<file path="src/rtl/uart_rx_fifo.sv">
// 8N1 UART receiver with a first-word-fall-through receive FIFO.
// Good bytes are queued; bad stop bits and full-FIFO drops raise one-cycle pulses.
module uart_rx_fifo #(
  parameter int unsigned CLKS_PER_BIT = 868,
  parameter int unsigned DEPTH        = 8
) (
  input  logic       clock,
  input  logic       reset,
  input  logic       io_uartRx,
  output logic [7:0] io_rxData,
  output logic       io_rxValid,
  input  logic       io_rxReady,
  output logic       io_frameErr,
  output logic       io_overflow
);

  localparam int unsigned TW = $clog2(CLKS_PER_BIT);
  localparam int unsigned AW = $clog2(DEPTH);
  localparam int unsigned PW = AW + 1;
  localparam logic [TW-1:0] BIT_LAST  = TW'(CLKS_PER_BIT - 1);
  localparam logic [TW-1:0] HALF_LAST = TW'(CLKS_PER_BIT / 2 - 1);

  typedef enum logic [2:0] {IDLE, START, DATA, STOP, WAITIDLE} state_e;

  state_e          state_q, state_d;
  logic            sync1_q, sync1_d, sync2_q, sync2_d;
  logic [1:0]      arm_q, arm_d;
  logic [TW-1:0]   timer_q, timer_d;
  logic [2:0]      idx_q, idx_d;
  logic [7:0]      shift_q, shift_d;
  logic [PW-1:0]   wptr_q, wptr_d, rptr_q, rptr_d;
  logic            valid_q, valid_d;
  logic [7:0]      data_q, data_d;
  logic            frame_err_q, frame_err_d;
  logic            overflow_q, overflow_d;
  logic [7:0]      mem_q [DEPTH];

  logic            rxs_c, armed_c, bit_done_c, half_done_c;
  logic            push_c, pop_c, full_c, wr_en_c;

  assign rxs_c       = sync2_q;
  assign armed_c     = (arm_q == 2'd3);
  assign bit_done_c  = (timer_q == BIT_LAST);
  assign half_done_c = (timer_q == HALF_LAST);

  // The synchronizer preset to 1 by reset must not count as a genuine idle line.
  always_comb begin
    sync1_d = io_uartRx;
    sync2_d = sync1_q;
    arm_d   = arm_q;
    if (arm_q == 2'd2) arm_d = rxs_c ? 2'd3 : 2'd2;
    else if (arm_q != 2'd3) arm_d = arm_q + 2'd1;
  end

  always_ff @(posedge clock) begin
    if (!reset) state_q <= IDLE;
    else        state_q <= state_d;
  end

  always_comb begin
    state_d = state_q;
    case (state_q)
      IDLE:     if (armed_c && !rxs_c) state_d = START;
      START:    if (half_done_c) state_d = rxs_c ? IDLE : DATA;
      DATA:     if (bit_done_c && (idx_q == 3'd7)) state_d = STOP;
      STOP:     if (bit_done_c) state_d = rxs_c ? IDLE : WAITIDLE;
      WAITIDLE: if (rxs_c) state_d = IDLE;
      default:  state_d = IDLE;
    endcase
  end

  always_comb begin
    timer_d     = timer_q + TW'(1);
    idx_d       = idx_q;
    shift_d     = shift_q;
    push_c      = 1'b0;
    frame_err_d = 1'b0;
    case (state_q)
      IDLE:  timer_d = '0;
      START: if (half_done_c) begin
        timer_d = '0;
        idx_d   = '0;
      end
      DATA: if (bit_done_c) begin
        timer_d        = '0;
        shift_d[idx_q] = rxs_c;
        idx_d          = idx_q + 3'd1;
      end
      STOP: if (bit_done_c) begin
        timer_d     = '0;
        push_c      = rxs_c;
        frame_err_d = !rxs_c;
      end
      default: timer_d = '0;
    endcase
  end

  // FIFO bookkeeping; the head byte is registered so it can be reset to zero.
  always_comb begin
    full_c     = (wptr_q[AW] != rptr_q[AW]) && (wptr_q[AW-1:0] == rptr_q[AW-1:0]);
    pop_c      = valid_q && io_rxReady;
    wr_en_c    = push_c && (!full_c || pop_c);
    overflow_d = push_c && full_c && !pop_c;
    wptr_d     = wr_en_c ? wptr_q + PW'(1) : wptr_q;
    rptr_d     = pop_c ? rptr_q + PW'(1) : rptr_q;
    valid_d    = (wptr_d != rptr_d);
    if (wr_en_c && (wptr_q[AW-1:0] == rptr_d[AW-1:0])) data_d = shift_q;
    else data_d = mem_q[rptr_d[AW-1:0]];
  end

  always_ff @(posedge clock) begin
    if (!reset) begin
      sync1_q     <= 1'b1;
      sync2_q     <= 1'b1;
      arm_q       <= '0;
      timer_q     <= '0;
      idx_q       <= '0;
      shift_q     <= '0;
      wptr_q      <= '0;
      rptr_q      <= '0;
      valid_q     <= 1'b0;
      data_q      <= '0;
      frame_err_q <= 1'b0;
      overflow_q  <= 1'b0;
    end else begin
      sync1_q     <= sync1_d;
      sync2_q     <= sync2_d;
      arm_q       <= arm_d;
      timer_q     <= timer_d;
      idx_q       <= idx_d;
      shift_q     <= shift_d;
      wptr_q      <= wptr_d;
      rptr_q      <= rptr_d;
      valid_q     <= valid_d;
      data_q      <= data_d;
      frame_err_q <= frame_err_d;
      overflow_q  <= overflow_d;
    end
  end

  // Storage is not reset; only the pointers define what is valid.
  always_ff @(posedge clock) begin
    if (reset && wr_en_c) mem_q[wptr_q[AW-1:0]] <= shift_q;
  end

  assign io_rxData   = data_q;
  assign io_rxValid  = valid_q;
  assign io_frameErr = frame_err_q;
  assign io_overflow = overflow_q;

endmodule

</file>
<file path="config.mk">
export PLATFORM = sky130hd
export DESIGN_NAME = uart_rx_fifo
export DESIGN_NICKNAME = d
export VERILOG_FILES = /design/src/rtl/uart_rx_fifo.sv
export SDC_FILE = /design/constraint.sdc
export NUM_CORES = 1
export LEC_CHECK = 0
export CAP_MARGIN = 30
export CORE_AREA = 4 4 91 110
export CTS_CLUSTER_SIZE = 25
export DETAILED_ROUTE_END_ITERATION = 7
export DIE_AREA = 0 0 95 114
export MAX_ROUTING_LAYER = met4
export PLACE_DENSITY = 0.75
export SLEW_MARGIN = 20
export SYNTH_ARGS = -nofsm -noshare
export SYNTH_HDL_FRONTEND = slang
export SYNTH_SLANG_ARGS = --single-unit
</file>
<file path="constraint.sdc">
create_clock -name clock -period 3.2 [get_ports clock]
set_clock_uncertainty 0.05 [all_clocks]
set_input_delay 0.32 -clock clock [delete_from_list [all_inputs] [get_ports clock]]
set_output_delay 0.32 -clock clock [all_outputs]
set_load 0.01 [all_outputs]
</file>
==> summary.md, run 1 <==
| Metric | Value |
|---|---|
| Commonest register cell after synthesis | sky130_fd_sc_hd__edfxtp_1 |
| Total clock buffers created by CTS | 9 |
| End of the worst register-to-register path | mem_q[7][5]$_DFFE_PP_ |
| Max transition margin | a little over half |
| Hold Crit Class | reg -> reg |
| Cell taking the most area after synthesis | sky130_fd_sc_hd__edfxtp_1 |
| Maximum clock path buffer count | 2 |
| DR vias | 2911 |
| Setup fix buffers added after clock tree synthesis | 0 |
| Power density cells | ~470 mW/mm^2 |
| Final Routed Wirelength | 9.11 mm |
| Startpoint of the tightest hold check path | sync1_q$_SDFF_PN1_ |
| Cells taking the most area after synthesis | sky130_fd_sc_hd__edfxtp_1, sky130_fd_sc_hd__dfxtp_1, sky130_fd_sc_hd__mux4_2, sky130_fd_sc_hd__mux2i_1, sky130_fd_sc_hd__nor2_1 |
| Met2 track utilization from global routing | 32.0% |
| Critical Setup Path Class | reg -> reg |
| Share of Yosys cell area claimed by the top area cell type | 39.7% |
| Post-synthesis sequential element count | roughly 110 |
| Proportion of register bits with asynchronous set or reset after synthesis | 0% |
| Clock root buffer master | sky130_fd_sc_hd__clkbuf_8 |
| Pins over their slew limit | 0 |
| Endpoint required time on the critical path | 3.23 ns |
| Final TNS setup | 0 ns |
| Sequential Power Share | 61.6% |
| Worst path arrival time | 2.68 ns |
| Hold violation count in the final report | 0 |
| Clock latency at the later pin of the worst-skew pair | roughly 0.36 ns |
| Met1 global-route usage | 22.8% |
| Largest net degree at the start of global routing | 20 |
| Die outline area | 0.0108 mm^2 |
| Net switching share of the total power | 23.4% |
| Final period util | 82.7% |
| I/O pin cnt | 15 |
| Initial antenna violation count | 0 |
| Final Hold Slack | 0.375 ns |
| Part of the Yosys area used for sequential elements | 59.1% |
| Mean instance size in the synthesized netlist | 13.5 um^2 |
| CTS tree | yes |
| Port-buffer cells | 14 |
| Worst reg2reg setup slack | 0.56 ns |
| CTS H-tree lvls | 3 |
| Clk pin slew, worst setup/hold paths | 0.10 ns |
| Post-place setup slack | approximately 0.55 ns |
| Via count normalized by instance count | approximately 5.7 |
| Horizontal extent of the die | 95 um |
| Global placement routability congestion | 0.881 |
| Post-cts hold buffer count | 0 |
| Clock Power Share | 32.8% |
| Post-route setup slack | 0.555 ns |
| Cell-internal power | 1920 uW |
| Actual transition at the worst max-transition pin | 0.714 ns |
| Vias in the first global route | 2863 |
| CP delay by family, top | simple AND/OR/NAND/NOR gates |
| Count of buffer and inverter cells on the critical path | 1 |
| Antenna diode instance count | 0 |
| Crit path time final | between 2 and 3 ns |
| Reg-to-Reg Start | timer_q[3]$_SDFF_PN0_ |
| Share of final-layout standard cells stronger than drive strength 1 | 15.4% |
| Leading cell type by number of instances after synthesis | sky130_fd_sc_hd__edfxtp_1 |
| Post-route DRC violation count | 0 |
| Slowest cell on crit path | sky130_fd_sc_hd__or3b_1 |
| Critical Path Source Type | flip-flop |
| Synthesis warning total | 0 |
| Overflow after GRT | 0 |
| Area Overhead vs Synth | 10.9% |
| Fraction of met3 tracks used by global routing | 3.43% |
| Core region area | 0.00894 mm^2 |
| Setup repair after global routing missed its margin | false |
| Number of distinct library cells after synthesis | 60 |
| Max Fanout on Critical Path | 6 |
| Maximum clock frequency | about 380 MHz |
| Count of clock tree sinks | 111 |
| Std cell rows | 38 |
| Most numerous cell types in the synthesized netlist | sky130_fd_sc_hd__edfxtp_1, sky130_fd_sc_hd__dfxtp_1, sky130_fd_sc_hd__nor2_1 |
| Count of nets after finishing | 396 |
| Worst setup EP type | flip-flop |
| Detailed Route Iter0 Violations | roughly 160 |
| Combinational power share | 5.7% |
| HPWL after detailed placement | 6.43 mm |
| P_leak | about 0.0019 uW |
| Depth of the worst register-to-register path | 6 |
| Overall power of the completed layout | 2510 uW |
| Delay of the slowest cell on the worst path | 0.55 ns |
| Post-synthesis instance area | 0.00484 mm^2 |
| Layer with the highest usage after global routing | met2 |
| Cells resized by post-CTS repair | 0 |
| Post-synthesis instance total | 360 |
| Die boundary height | 114 um |
| Number of flops mapped to enable cells by yosys | 64 |
| Hold Path Stages | 1 |
| Remaining antenna violation count | 0 |
| First-pass GRT wire length | 15.0 mm |
| Initial Utilization | 54.2% |
| Core utilization of the finished layout | 60.1% |
| Net switching component of the power | around 590 uW |
| Post-detailed-route wirelength per cell | 17.9 um |
| Max-capacitance violation count | 0 |
| Cell-by-cell trace of the critical path | or3b_1 -> nor4b_4 -> o2111ai_1 -> or3_1 -> nor2_1 -> buf_4 |
| Finish-stage setup viols | 0 |
| Post-synthesis net count | 372 |
| Worst hold endpoint | rxs_c$_SDFF_PN1_ |
| Total Routing Usage GR | 19.1% |
| Detailed Routing Iterations Pass 1 | 5 |
| Run status | completed |
| Worst vdd ir | 0.000316 V |
[flip-flops by register name, summed over array words and instances (netlist names), 2 cells and up]
name	flops
idx_q	3
arm_q	2
timer_q	10
io_rxData	8
shift_q	8
state_q	3
rptr_q	4
wptr_q	4
mem_q	64
[cells by family after synthesis]
family	synth area share (%)
xor+xnor	4.39
fa+ha+maj	2.07
simple gates	14.0
buf+inv	2.58
mux	11.8
compound gates	6.02
flops	59.1
[power by group through the flow]
stage          logic [uW]  clock network (uW)  registers [uW]
2_1_floorplan         121                   0            1560
3_3_place_gp          137                   0            1570
3_5_place_dp          143                   0            1580
4_1_cts               143                 836            1540
5_1_grt               160                 909            1550
6_report              142                 823            1550
[metal layers]
| metal | up-vias | wire [um] |
|---|---|---|
| met1 | 1413 | 3610 |
| met5 | - | 0 |
| li1 | 1399 | - |
| met4 | 0 | 231 |
| met2 | 83 | 4880 |
| met3 | 16 | 386 |
[cell type report]
| class | instances | area (um^2) |
|---|---|---|
| clock buffer | 11 | 153 |
| tap | 120 | 150 |
| inverter | 5 | 18.8 |
| fill | 734 | 3570 |
| timing repair buffer | 32 | 275 |
| sequential | 111 | 2860 |
| multi-input combinational | 225 | 1860 |
| clock inverter | 5 | 47.5 |
[cell usage in the layout, fill, tap and decap left out, drive strengths merged, types with 11 or more instances in the layout]
cell type,count
a21oi,15
buf,18
clkbuf,11
clkdlybuf4s50,14
dfxtp,47
edfxtp,64
mux2i,22
mux4,15
nand2,11
nor2,43
[how the worst max path moves through the flow]
| stage | start | to | cells past startpoint |
|---|---|---|---|
| finish | timer_q[3]$_SDFF_PN0_ | mem_q[7][5]$_DFFE_PP_ | 6 |
| global route | timer_q[8]$_SDFF_PN0_ | mem_q[6][3]$_DFFE_PP_ | 6 |
| CTS | timer_q[3]$_SDFF_PN0_ | mem_q[6][3]$_DFFE_PP_ | 6 |
| detailed placement | io_rxReady | io_rxData[5]$_SDFF_PN0_ | 6 |
| global placement | timer_q[3]$_SDFF_PN0_ | mem_q[7][6]$_DFFE_PP_ | 6 |
| floorplan | timer_q[3]$_SDFF_PN0_ | mem_q[1][0]$_DFFE_PP_ | 6 |
[through the flow]
step,instances,instance area (um^2)
2_1_floorplan,360,4840
3_3_place_gp,493,5170
3_5_place_dp,493,5170
4_1_cts,509,5370
5_1_grt,509,5370
6_report,509,5370
[worst register-to-register path, cell delays in order, from the launching register on]
cell	delay, ns
sky130_fd_sc_hd__dfxtp_1	0.35
sky130_fd_sc_hd__or3b_1	0.55
sky130_fd_sc_hd__nor4b_4	0.35
sky130_fd_sc_hd__o2111ai_1	0.22
sky130_fd_sc_hd__or3_1	0.42
sky130_fd_sc_hd__nor2_1	0.22
sky130_fd_sc_hd__buf_4	0.20
(Power assumes the default switching activity.)
==> run 2: changes to the inputs <==
--- a/config.mk
+++ b/config.mk
@@ -11,7 +11,7 @@
 export DETAILED_ROUTE_END_ITERATION = 7
 export DIE_AREA = 0 0 95 114
 export MAX_ROUTING_LAYER = met4
-export PLACE_DENSITY = 0.75
+export PLACE_DENSITY = 0.78
 export SLEW_MARGIN = 20
 export SYNTH_ARGS = -nofsm -noshare
 export SYNTH_HDL_FRONTEND = slang
==> constraint.sdc (replaced) <==
create_clock -name clock -period 2.4 [get_ports clock]
set_clock_uncertainty 0.05 [all_clocks]
set_input_delay 0.24 -clock clock [delete_from_list [all_inputs] [get_ports clock]]
set_output_delay 0.24 -clock clock [all_outputs]
set_load 0.01 [all_outputs]
==> run 2 against run 1 <==
Net effect:
- critical path depth unchanged
- final cell count up 2.9%
- flip-flop and latch count unchanged
- first-iteration DRC count up 2.6%
- critical path type unchanged
- largest cell class unchanged
==> summary.md, run 2 (same netlist as run 1, synthesis figures left out) <==
| Metric | Value |
|---|---|
| Run status | completed |
| CTS H-tree lvls | 3 (unchanged) |
| Largest net degree at the start of global routing | 24 (+20%) |
| CP delay by family, top | simple AND/OR/NAND/NOR gates |
| Delay of the slowest cell on the worst path | 0.42 ns (-0.13 ns) |
| Worst vdd ir | 0.000489 V (+55%) |
| Antenna diode instance count | 0 (unchanged) |
| Setup repair after global routing missed its margin | false |
| Total clock buffers created by CTS | 9 (unchanged) |
| Detailed Routing Iterations Pass 1 | 4 (-1) |
| Maximum clock path buffer count | 2 (unchanged) |
| Maximum clock frequency | 436 MHz (+15%) |
| Critical Setup Path Class | reg -> reg |
| Commonest cells after routing, fill and taps aside | sky130_fd_sc_hd__edfxtp_1, sky130_fd_sc_hd__dfxtp_1, sky130_fd_sc_hd__nor2_1 |
| Finish-stage setup viols | 0 (unchanged) |
| Flip-flop count of the largest register, all copies and words added | 64 (unchanged) |
| Actual transition at the worst max-transition pin | 0.450 ns (-0.265 ns) |
| Global placement routability congestion | 0.813 (-7.7%) |
| Horizontal extent of the die | 95 um (unchanged) |
| Crit path time final | 2.30 ns (-0.349 ns) |
| I/O pin cnt | 15 (unchanged) |
| Core region area | 0.00894 mm^2 (unchanged) |
| Count of nets after finishing | 411 (+3.8%) |
| Overall power of the completed layout | 3330 uW (+33%) |
| Power density cells | 598 mW/mm^2 (+28%) |
| Slowest cell on crit path | sky130_fd_sc_hd__or3b_1 |
| Die outline area | 0.0108 mm^2 (unchanged) |
| CTS tree | yes |
| Count of buffer and inverter cells on the critical path | 1 (unchanged) |
| Cell-by-cell trace of the critical path | or3b_1 -> nor4b_4 -> o2111ai_2 -> or3_4 -> nor3_4 -> buf_12 |
| Initial antenna violation count | 0 (unchanged) |
| First-pass GRT wire length | 15.4 mm (+3.2%) |
| Clock root buffer master | sky130_fd_sc_hd__clkbuf_8 |
| HPWL after detailed placement | 6.71 mm (+4.4%) |
| Max transition margin | 69.8% (+18 points) |
| Overflow after GRT | 0 (unchanged) |
| Hold violation count in the final report | 0 (unchanged) |
| Endpoint required time on the critical path | 2.44 ns (-0.79 ns) |
| Total Routing Usage GR | 19.7% (+0.64 points) |
| Worst path arrival time | 2.33 ns (-0.35 ns) |
| Post-route DRC violation count | 0 (unchanged) |
| Max Fanout on Critical Path | 8 (+2) |
| Detailed Route Iter0 Violations | 160 (+2.6%) |
| Count of clock tree sinks | 111 (unchanged) |
| Worst setup EP type | flip-flop |
| Area Overhead vs Synth | 15.0% |
| Final Routed Wirelength | 9.35 mm (+2.6%) |
| Most common cell after layout, fill and taps aside | sky130_fd_sc_hd__edfxtp_1 |
| Final period util | 95.7% (+13 points) |
| Remaining antenna violation count | 0 (unchanged) |
| Clock latency at the later pin of the worst-skew pair | 0.36 ns (about the same) |
| Core utilization of the finished layout | 62.3% (+2.3 points) |
| Hold Crit Class | reg -> reg |
| P_leak | 0.00197 uW (+4.8%) |
| Clk pin slew, worst setup/hold paths | 0.09 ns (about the same) |
| Vias in the first global route | 2996 (+4.6%) |
| Post-detailed-route wirelength per cell | 17.8 um (-0.30%) |
| Initial Utilization | 54.2% (unchanged) |
| Max-capacitance violation count | 0 (unchanged) |
| Pins over their slew limit | 0 (unchanged) |
| Critical Path Source Type | flip-flop |
| Port-buffer cells | 14 (unchanged) |
| DR vias | 2993 (+2.8%) |
| Share of final-layout standard cells stronger than drive strength 1 | 20.0% (+4.6 points) |
| Via count normalized by instance count | 5.71 (-0.13%) |
| Std cell rows | 38 (unchanged) |
| Die boundary height | 114 um (unchanged) |
## run 2: stage by stage
stage / instances / TNS (ns) / cell area (um^2) / setup slack, ns / hold WS (ns)
after CTS: 523 / 0 / 5550 / 0.00956 / 0.372
after floorplan: 360 / -3.29 / 4870 / -0.0705 / 0.263
after global routing: 524 / 0 / 5570 / 0.0100 / 0.382
after detailed placement: 507 / -0.00530 / 5360 / -0.00530 / 0.346
final: 524 / 0 / 5570 / 0.104 / 0.368
after global placement: 507 / 0 / 5360 / 0.0738 / 0.350
## run 2: what timing repair did
| action | in CTS | in global routing |
|---|---|---|
| setup endpoints to repair | 0 | 64 |
| resized for setup | 0 | 2 |
| hold buffers | 0 | 0 |
| buffers inserted | 0 | 1 |
## run 2: report_power, final
group | internal [uW] | leakage [uW] | switching, uW
clock | 483 | 0.0000895 | 587
sequential | 2020 | 0.000975 | 20.4
combinational | 104 | 0.000907 | 123
## run 2: cell type report
class / instances / area (um^2)
Sequential cell: 111 / 2860
Clock buffer: 11 / 131
Clock inverter: 5 / 58.8
Inverter: 5 / 18.8
Timing Repair Buffer: 47 / 450
Fill cell: 707 / 3370
Tap cell: 120 / 150
Multi-Input combinational cell: 225 / 1900
## run 2: per-layer routing
metal	track usage, %	vias up	routed length, um
met4	8.76	0	248
li1	-	1422	-
met2	32.6	68	4900
met3	3.76	18	406
met1	23.4	1485	3790
met5	-	-	0
## run 2: path summary, 6_finish.rpt
path	from	end	slack, ns	cells after the start
max	timer_q[3]$_SDFF_PN0_	mem_q[0][6]$_DFFE_PP_	0.10	6
min	sync1_q$_SDFF_PN1_	rxs_c$_SDFF_PN1_	0.37	1
max reg2reg	timer_q[3]$_SDFF_PN0_	mem_q[0][6]$_DFFE_PP_	0.10	6
min reg2reg	sync1_q$_SDFF_PN1_	rxs_c$_SDFF_PN1_	0.37	1
